<file path="config.mk">
export PLATFORM = sky130hd
export DESIGN_NAME = multi_queue_ctrlr
export DESIGN_NICKNAME = d
export VERILOG_FILES = /design/src/rtl/multi_queue_ctrlr.sv
export SDC_FILE = /design/constraint.sdc
export NUM_CORES = 1
export LEC_CHECK = 0
export ABC_CLOCK_PERIOD_IN_PS = 8000
export CAP_MARGIN = 15
export CORE_MARGIN = 10
export CORE_UTILIZATION = 59
export CTS_CLUSTER_SIZE = 16
export DETAILED_ROUTE_END_ITERATION = 8
export GPL_ROUTABILITY_DRIVEN = 0
export PLACE_DENSITY = 0.85
export SLEW_MARGIN = 20
export SYNTH_ARGS = -nofsm -noshare
export SYNTH_HDL_FRONTEND = slang
export SYNTH_SLANG_ARGS = --single-unit
</file>
<file path="constraint.sdc">
create_clock -name clk_div_8 -period 8 [get_ports clk_div_8]
set_clock_uncertainty 0.2 [all_clocks]
set_input_delay 1.6 -clock clk_div_8 [delete_from_list [all_inputs] [get_ports clk_div_8]]
set_output_delay 1.6 -clock clk_div_8 [all_outputs]
set_load 0.1 [all_outputs]
</file>
<file path="src/rtl/multi_queue_ctrlr.sv">
// multi_queue_ctrlr: per-channel big-endian word assembly from tagged bytes,
// per-channel word FIFOs with sticky drop detection, and a round-robin
// drain into a registered valid/ready output stage.
module multi_queue_ctrlr #(
  parameter int unsigned NUM_CH     = 2,
  parameter int unsigned CH_W       = 1,
  parameter int unsigned BYTE_W     = 8,
  parameter int unsigned WORD_BYTES = 8,
  parameter int unsigned DEPTH      = 4
) (
  input  logic                           clk_div_8,
  input  logic                           reset,
  input  logic [BYTE_W-1:0]              par_out,
  input  logic                           par_valid,
  input  logic [CH_W-1:0]                decode_ch,
  input  logic                           data_ready,
  output logic [BYTE_W*WORD_BYTES-1:0]   data_out,
  output logic [CH_W-1:0]                data_ch,
  output logic                           valid_data_out,
  output logic [NUM_CH-1:0]              fifo_full,
  output logic [NUM_CH-1:0]              drop_flag
);

  localparam int unsigned WORD_W = BYTE_W * WORD_BYTES;
  localparam int unsigned CNT_W  = $clog2(WORD_BYTES);
  localparam int unsigned PTR_W  = $clog2(DEPTH);
  localparam int unsigned FCNT_W = PTR_W + 1;

  localparam logic [CNT_W-1:0]  LAST_BYTE = CNT_W'(WORD_BYTES - 1);
  localparam logic [FCNT_W-1:0] FULL_CNT  = FCNT_W'(DEPTH);

  // Assembly state
  logic [CNT_W-1:0]  bcnt_q [NUM_CH];
  logic [CNT_W-1:0]  bcnt_d [NUM_CH];
  logic [WORD_W-1:0] hold_q [NUM_CH];
  logic [WORD_W-1:0] hold_d [NUM_CH];

  // FIFO state
  logic [WORD_W-1:0] mem_q  [NUM_CH][DEPTH];
  logic [PTR_W-1:0]  wr_q   [NUM_CH];
  logic [PTR_W-1:0]  wr_d   [NUM_CH];
  logic [PTR_W-1:0]  rd_q   [NUM_CH];
  logic [PTR_W-1:0]  rd_d   [NUM_CH];
  logic [FCNT_W-1:0] fcnt_q [NUM_CH];
  logic [FCNT_W-1:0] fcnt_d [NUM_CH];
  logic [NUM_CH-1:0] full_q, full_d;
  logic [NUM_CH-1:0] drop_q, drop_d;
  logic [NUM_CH-1:0] push, pop;

  // Output stage and arbiter
  logic [WORD_W-1:0] data_q, data_d;
  logic [CH_W-1:0]   ch_q, ch_d;
  logic              valid_q, valid_d;
  logic [CH_W-1:0]   rr_q, rr_d;
  logic              pick_valid;
  logic [CH_W-1:0]   pick_ch;
  logic [CH_W-1:0]   arb_idx;
  logic              load;
  logic              byte_acc;

  assign byte_acc = par_valid && (32'(decode_ch) < NUM_CH);

  // Round-robin search for the first non-empty FIFO starting at rr_q
  always_comb begin
    pick_valid = 1'b0;
    pick_ch    = '0;
    arb_idx    = '0;
    for (int unsigned i = 0; i < NUM_CH; i++) begin
      arb_idx = CH_W'((32'(rr_q) + i) % NUM_CH);
      if (!pick_valid && (fcnt_q[arb_idx] != '0)) begin
        pick_valid = 1'b1;
        pick_ch    = arb_idx;
      end
    end
  end

  assign load = pick_valid && (!valid_q || data_ready);

  // Pop strobe for the arbitrated channel
  always_comb begin
    pop = '0;
    for (int unsigned c = 0; c < NUM_CH; c++) begin
      pop[c] = load && (pick_ch == CH_W'(c));
    end
  end

  // Per-channel byte assembly, FIFO push/drop decision and pointer/count update.
  // A full FIFO still accepts a completed word when the arbiter pops it on the
  // same edge, so the drop test looks at the pop strobe as well as the count.
  always_comb begin
    push = '0;
    for (int unsigned c = 0; c < NUM_CH; c++) begin
      bcnt_d[c] = bcnt_q[c];
      hold_d[c] = hold_q[c];
      wr_d[c]   = wr_q[c];
      rd_d[c]   = rd_q[c];
      fcnt_d[c] = fcnt_q[c];
      drop_d[c] = drop_q[c];
      full_d[c] = full_q[c];
      if (byte_acc && (decode_ch == CH_W'(c))) begin
        hold_d[c] = {hold_q[c][WORD_W-BYTE_W-1:0], par_out};
        if (bcnt_q[c] == LAST_BYTE) begin
          bcnt_d[c] = '0;
          if ((fcnt_q[c] != FULL_CNT) || pop[c]) begin
            push[c] = 1'b1;
          end else begin
            drop_d[c] = 1'b1;
          end
        end else begin
          bcnt_d[c] = bcnt_q[c] + 1'b1;
        end
      end
      if (push[c]) begin
        wr_d[c] = wr_q[c] + 1'b1;
      end
      if (pop[c]) begin
        rd_d[c] = rd_q[c] + 1'b1;
      end
      case ({push[c], pop[c]})
        2'b10:   fcnt_d[c] = fcnt_q[c] + 1'b1;
        2'b01:   fcnt_d[c] = fcnt_q[c] - 1'b1;
        default: fcnt_d[c] = fcnt_q[c];
      endcase
      full_d[c] = (fcnt_d[c] == FULL_CNT);
    end
  end

  // Output register next state: load on free/accepted slot, else drop valid once taken
  always_comb begin
    data_d  = data_q;
    ch_d    = ch_q;
    valid_d = valid_q;
    rr_d    = rr_q;
    if (load) begin
      data_d  = mem_q[pick_ch][rd_q[pick_ch]];
      ch_d    = pick_ch;
      valid_d = 1'b1;
      rr_d    = (32'(pick_ch) == NUM_CH - 1) ? '0 : pick_ch + 1'b1;
    end else if (valid_q && data_ready) begin
      valid_d = 1'b0;
    end
  end

  // State registers with synchronous reset
  always_ff @(posedge clk_div_8) begin
    if (reset) begin
      for (int unsigned c = 0; c < NUM_CH; c++) begin
        bcnt_q[c] <= '0;
        hold_q[c] <= '0;
        wr_q[c]   <= '0;
        rd_q[c]   <= '0;
        fcnt_q[c] <= '0;
      end
      full_q  <= '0;
      drop_q  <= '0;
      data_q  <= '0;
      ch_q    <= '0;
      valid_q <= 1'b0;
      rr_q    <= '0;
    end else begin
      for (int unsigned c = 0; c < NUM_CH; c++) begin
        bcnt_q[c] <= bcnt_d[c];
        hold_q[c] <= hold_d[c];
        wr_q[c]   <= wr_d[c];
        rd_q[c]   <= rd_d[c];
        fcnt_q[c] <= fcnt_d[c];
      end
      full_q  <= full_d;
      drop_q  <= drop_d;
      data_q  <= data_d;
      ch_q    <= ch_d;
      valid_q <= valid_d;
      rr_q    <= rr_d;
    end
  end

  // FIFO storage write; contents need no reset since pointers/counts gate reads
  always_ff @(posedge clk_div_8) begin
    for (int unsigned c = 0; c < NUM_CH; c++) begin
      if (push[c]) begin
        mem_q[c][wr_q[c]] <= hold_d[c];
      end
    end
  end

  assign data_out       = data_q;
  assign data_ch        = ch_q;
  assign valid_data_out = valid_q;
  assign fifo_full      = full_q;
  assign drop_flag      = drop_q;

endmodule

</file>
==> out/summary.json <==
{
  "outcome": {"value": "completed"},
  "critPathMaxFanout": {"value": 65},
  "grt.total_usage": {"value": 0.262},
  "synth_top_cells_by_area": {"value": "edfxtp_1 (51%), dfxtp_1 (15%), mux2_2 (4.8%)"},
  "critPathMostFrequentCell": {"value": "buf_4"},
  "yosysTopAreaCell": {"value": "edfxtp_1"},
  "cell_area_after_synthesis": {"value": 30300, "unit": "sq um"},
  "initial_utilization": {"value": 0.599},
  "areaGrowthSynthToFinish": {"value": 11.3, "unit": "%"},
  "initialDrtViolationCount": {"value": 2611},
  "timing.final.crit_share": {"value": 0.576},
  "worstSkewPairLatency": {"value": 610, "unit": "ps"},
  "p_leak": {"value": 11.4, "unit": "nW"},
  "max-vdd-ir-drop": {"value": 0.493, "unit": "mV"},
  "synth_area_per_cell": {"value": 13.3, "unit": "sq um"},
  "place.detailed.hpwl": {"value": 40300, "unit": "um"},
  "cp_slowest_cell": {"value": "buf_4"},
  "slew_violations": {"value": 0},
  "synth_edf_count": {"value": 512},
  "ctsResizeCount": {"value": 0},
  "cts-hold-fix-buffers": {"value": 0},
  "min_delay_path_depth": {"value": 1},
  "criticalPathCategory": {"value": "flop to flop"},
  "viasPerCell": {"value": 6.74},
  "power_density_over_cell_area": {"value": 344, "unit": "nW/um^2"},
  "cts_sinks": {"value": 732},
  "critical-path-max-stage-delay": {"value": 900, "unit": "ps"},
  "timing.reg2reg.worst_path_depth": {"value": 7},
  "drtAntennaViolNets": {"value": 0},
  "reg2reg_setup_slack": {"value": 3390, "unit": "ps"},
  "synth_ff_type": {"value": "edfxtp_1"},
  "drive_gt1_frac": {"value": 0.140},
  "antenna_violations_before_repair": {"value": 1},
  "synth_top_area_frac": {"value": 0.508},
  "hp-start": {"value": "data_out[28]"},
  "dp_cells": {"value": 2879},
  "die-height": {"value": 246, "unit": "um"},
  "min_to": {"value": "data_out[28]"},
  "horiz_die_dim": {"value": 246, "unit": "um"},
  "drv_cap": {"value": 0},
  "std_cell_rows": {"value": 82},
  "final.setup.tns": {"value": 0, "unit": "ps"},
  "finalSetupViolations": {"value": 0},
  "yosysWarnings": {"value": 0},
  "critical_path.endpoint_type": {"value": "flop"},
  "grt_first_pass_wirelength": {"value": 122000, "unit": "um"},
  "antenna_cells_inserted": {"value": 0},
  "timing.max_slew.rel_slack": {"value": 0.226},
  "core_area": {"value": 50500, "unit": "sq um"},
  "globalRouteOverflowTotal": {"value": 0},
  "port-buffer-count": {"value": 82},
  "worst_pin_slew": {"value": 1160, "unit": "ps"},
  "top_level_ports": {"value": 83},
  "synthArstFlopShare": {"value": 0},
  "instances_no_fill": {"value": 3008},
  "clk_path_buf_depth": {"value": 3},
  "min_period": {"value": 4610, "unit": "ps"},
  "n_fill_cell": {"value": 3346},
  "ys_types": {"value": 51},
  "final_core_util": {"value": 0.667},
  "cts.reportedPaths.clkPinSlew": {"value": 60, "unit": "ps"},
  "die_area": {"value": 60700, "unit": "sq um"},
  "detail_route.first_pass.iterations": {"value": 6},
  "cts-buffers-inserted": {"value": 69},
  "synth.ff_latch_count": {"value": 732},
  "unrepaired_setup_endpoints_after_global_routing": {"value": "no"},
  "htreeDepth": {"value": 3},
  "synth.net_count": {"value": 2312},
  "yosysSeqAreaShare": {"value": 0.654},
  "critical_path.startpoint_type": {"value": "flop"},
  "final-hold-violation-count": {"value": 0},
  "via_count": {"value": 20300},
  "clockRootBuffer": {"value": "clkbuf_16"},
  "drcViolationCount": {"value": 0},
  "buf_inv_stages_crit_path": {"value": 2},
  "nNetsFinal": {"value": 2308},
  "timing.critical_path.cells": {"value": "or4b_1, a22oi_2, buf_4, and2_2, buf_4, o22ai_1, a32o_1"},
  "worstPathArrival": {"value": 4890, "unit": "ps"},
  "routedWlPerCell": {"value": 27.0, "unit": "um"},
  "synthesis.instances": {"value": 2283},
  "cpLargestDelayFamily": {"value": "buffers and inverters"},
  "timing.critical_path.required": {"value": 8280, "unit": "ps"},
  "post-cts-setup-buffers": {"value": 0},
  "min-delay-path-class": {"value": "flop to flop"},
  "tritoncts_clock_tree": {"value": "built"},
  "worstReg2RegEnd": {"value": "data_out[48]"},
  "grt_pass1_vias": {"value": 20900},
  "pin_count_of_the_biggest_net_entering_global_routing": {"value": 148},
  "drt-total-wl": {"value": 81300, "unit": "um"},
  "fmax": {"value": 0.217, "unit": "GHz"}
}
worst max path at each step:
stage | end | slack [ps] | cells after the start
after floorplan | mem_q[0][0] | 3610 | 5
after global placement | fifo_full[1] | 3100 | 12
after detailed placement | fifo_full[1] | 3040 | 12
after CTS | data_out[48] | 3610 | 7
after global routing | data_out[48] | 3410 | 7
final | data_out[48] | 3390 | 7
cell usage in the layout, fill, tap and decap left out, types with 10 or more instances in the layout:
master           instances
a21oi_1                 75
a221oi_1                64
a32o_1                  64
a32oi_1                 63
buf_4                   23
clkbuf_1                26
clkbuf_16               74
clkbuf_8                10
clkdlybuf4s50_1         81
dfxtp_1                217
edfxtp_1               512
ha_1                    14
inv_1                   11
mux2_2                 130
mux2i_1                131
nand2_1                324
nand2b_1                65
nor2_1                  24
nor2b_1                131
nor3_1                  29
nor3_2                  42
o211ai_1                66
o22ai_1                 65
per-layer routing:
metal | global-route usage | wire length, um | up-vias
met2 | 0.419 | 38300 | 1467
met4 | 0.133 | 3720 | 2
met3 | 0.0579 | 9520 | 298
li1 | - | - | 8609
met5 | 0 | 13 | -
met1 | 0.333 | 29700 | 9895
logic make-up (layout without fill, tap and decap cells):
kind of cell,after synthesis,count (layout),synth area share
flip-flops,732,732,0.654
AND/OR/NAND/NOR,652,652,0.111
AO/OA/AOI/OAI,413,413,0.104
multiplexers,261,261,0.0917
buffers and inverters,196,249,0.0290
adder cells (fa/ha/maj),16,16,0.00711
XOR/XNOR,13,13,0.00376
area by class of cell:
class,instances,area [sq um],share of cell area
clock buffers,110,2090,0.0620
clock inverters,18,141,0.00420
inverters,11,41.3,0.00123
multi-input cells,1355,9690,0.288
flip-flops and latches,732,19800,0.588
well taps,672,841,0.0250
repair buffers,110,1080,0.0320
state kept, by name, indices dropped and copies added (netlist names), named ones only:
register and count:
drop_flag 2, data_out 64, bcnt_q 6, rr_q 1, valid_data_out 1, fifo_full 2
mem_q 512, fcnt_q 6, rd_q 4, data_ch 1, wr_q 4, hold_q 128
report_power, final:
part	internal [mW]	total (mW)	switching (mW)
clock network	1.83	3.22	1.39
logic	1.17	3.97	2.80
registers	4.18	4.39	0.212
worst register-to-register path: cells and delay by family (launching register included):
| family | cells | cell delay (ps) |
|---|---|---|
| compound gates | 3 | 730 |
| buf+inv | 2 | 1680 |
| simple gates | 2 | 1440 |
| flops | 1 | 450 |
per-stage QoR:
step | cell area (sq um) | power (mW) | hold WS, ps | setup WS, ps
2_1_floorplan | 30300 | 7.29 | 240 | 3610
3_3_place_gp | 31400 | 8.23 | 245 | 3100
3_5_place_dp | 31400 | 8.32 | 258 | 3040
4_1_cts | 33600 | 11.5 | 270 | 3610
5_1_grt | 33700 | 11.9 | 284 | 3410
6_report | 33700 | 11.6 | 268 | 3390
synth_stat cells, types with 8 or more instances:
| library cell | count |
|---|---|
| a21oi_1 | 75 |
| a221oi_1 | 64 |
| a32o_1 | 64 |
| a32oi_1 | 63 |
| buf_1 | 23 |
| buf_2 | 45 |
| buf_4 | 13 |
| clkbuf_1 | 99 |
| dfxtp_1 | 220 |
| edfxtp_1 | 512 |
| ha_1 | 14 |
| inv_1 | 11 |
| mux2_2 | 130 |
| mux2i_1 | 131 |
| nand2_1 | 325 |
| nand2b_1 | 65 |
| nor2_1 | 24 |
| nor2b_1 | 133 |
| nor3_1 | 31 |
| nor3_2 | 41 |
| o211ai_1 | 66 |
| o22ai_1 | 65 |
| xnor2_1 | 8 |
Note: power is estimated with default switching activity, not from simulation.
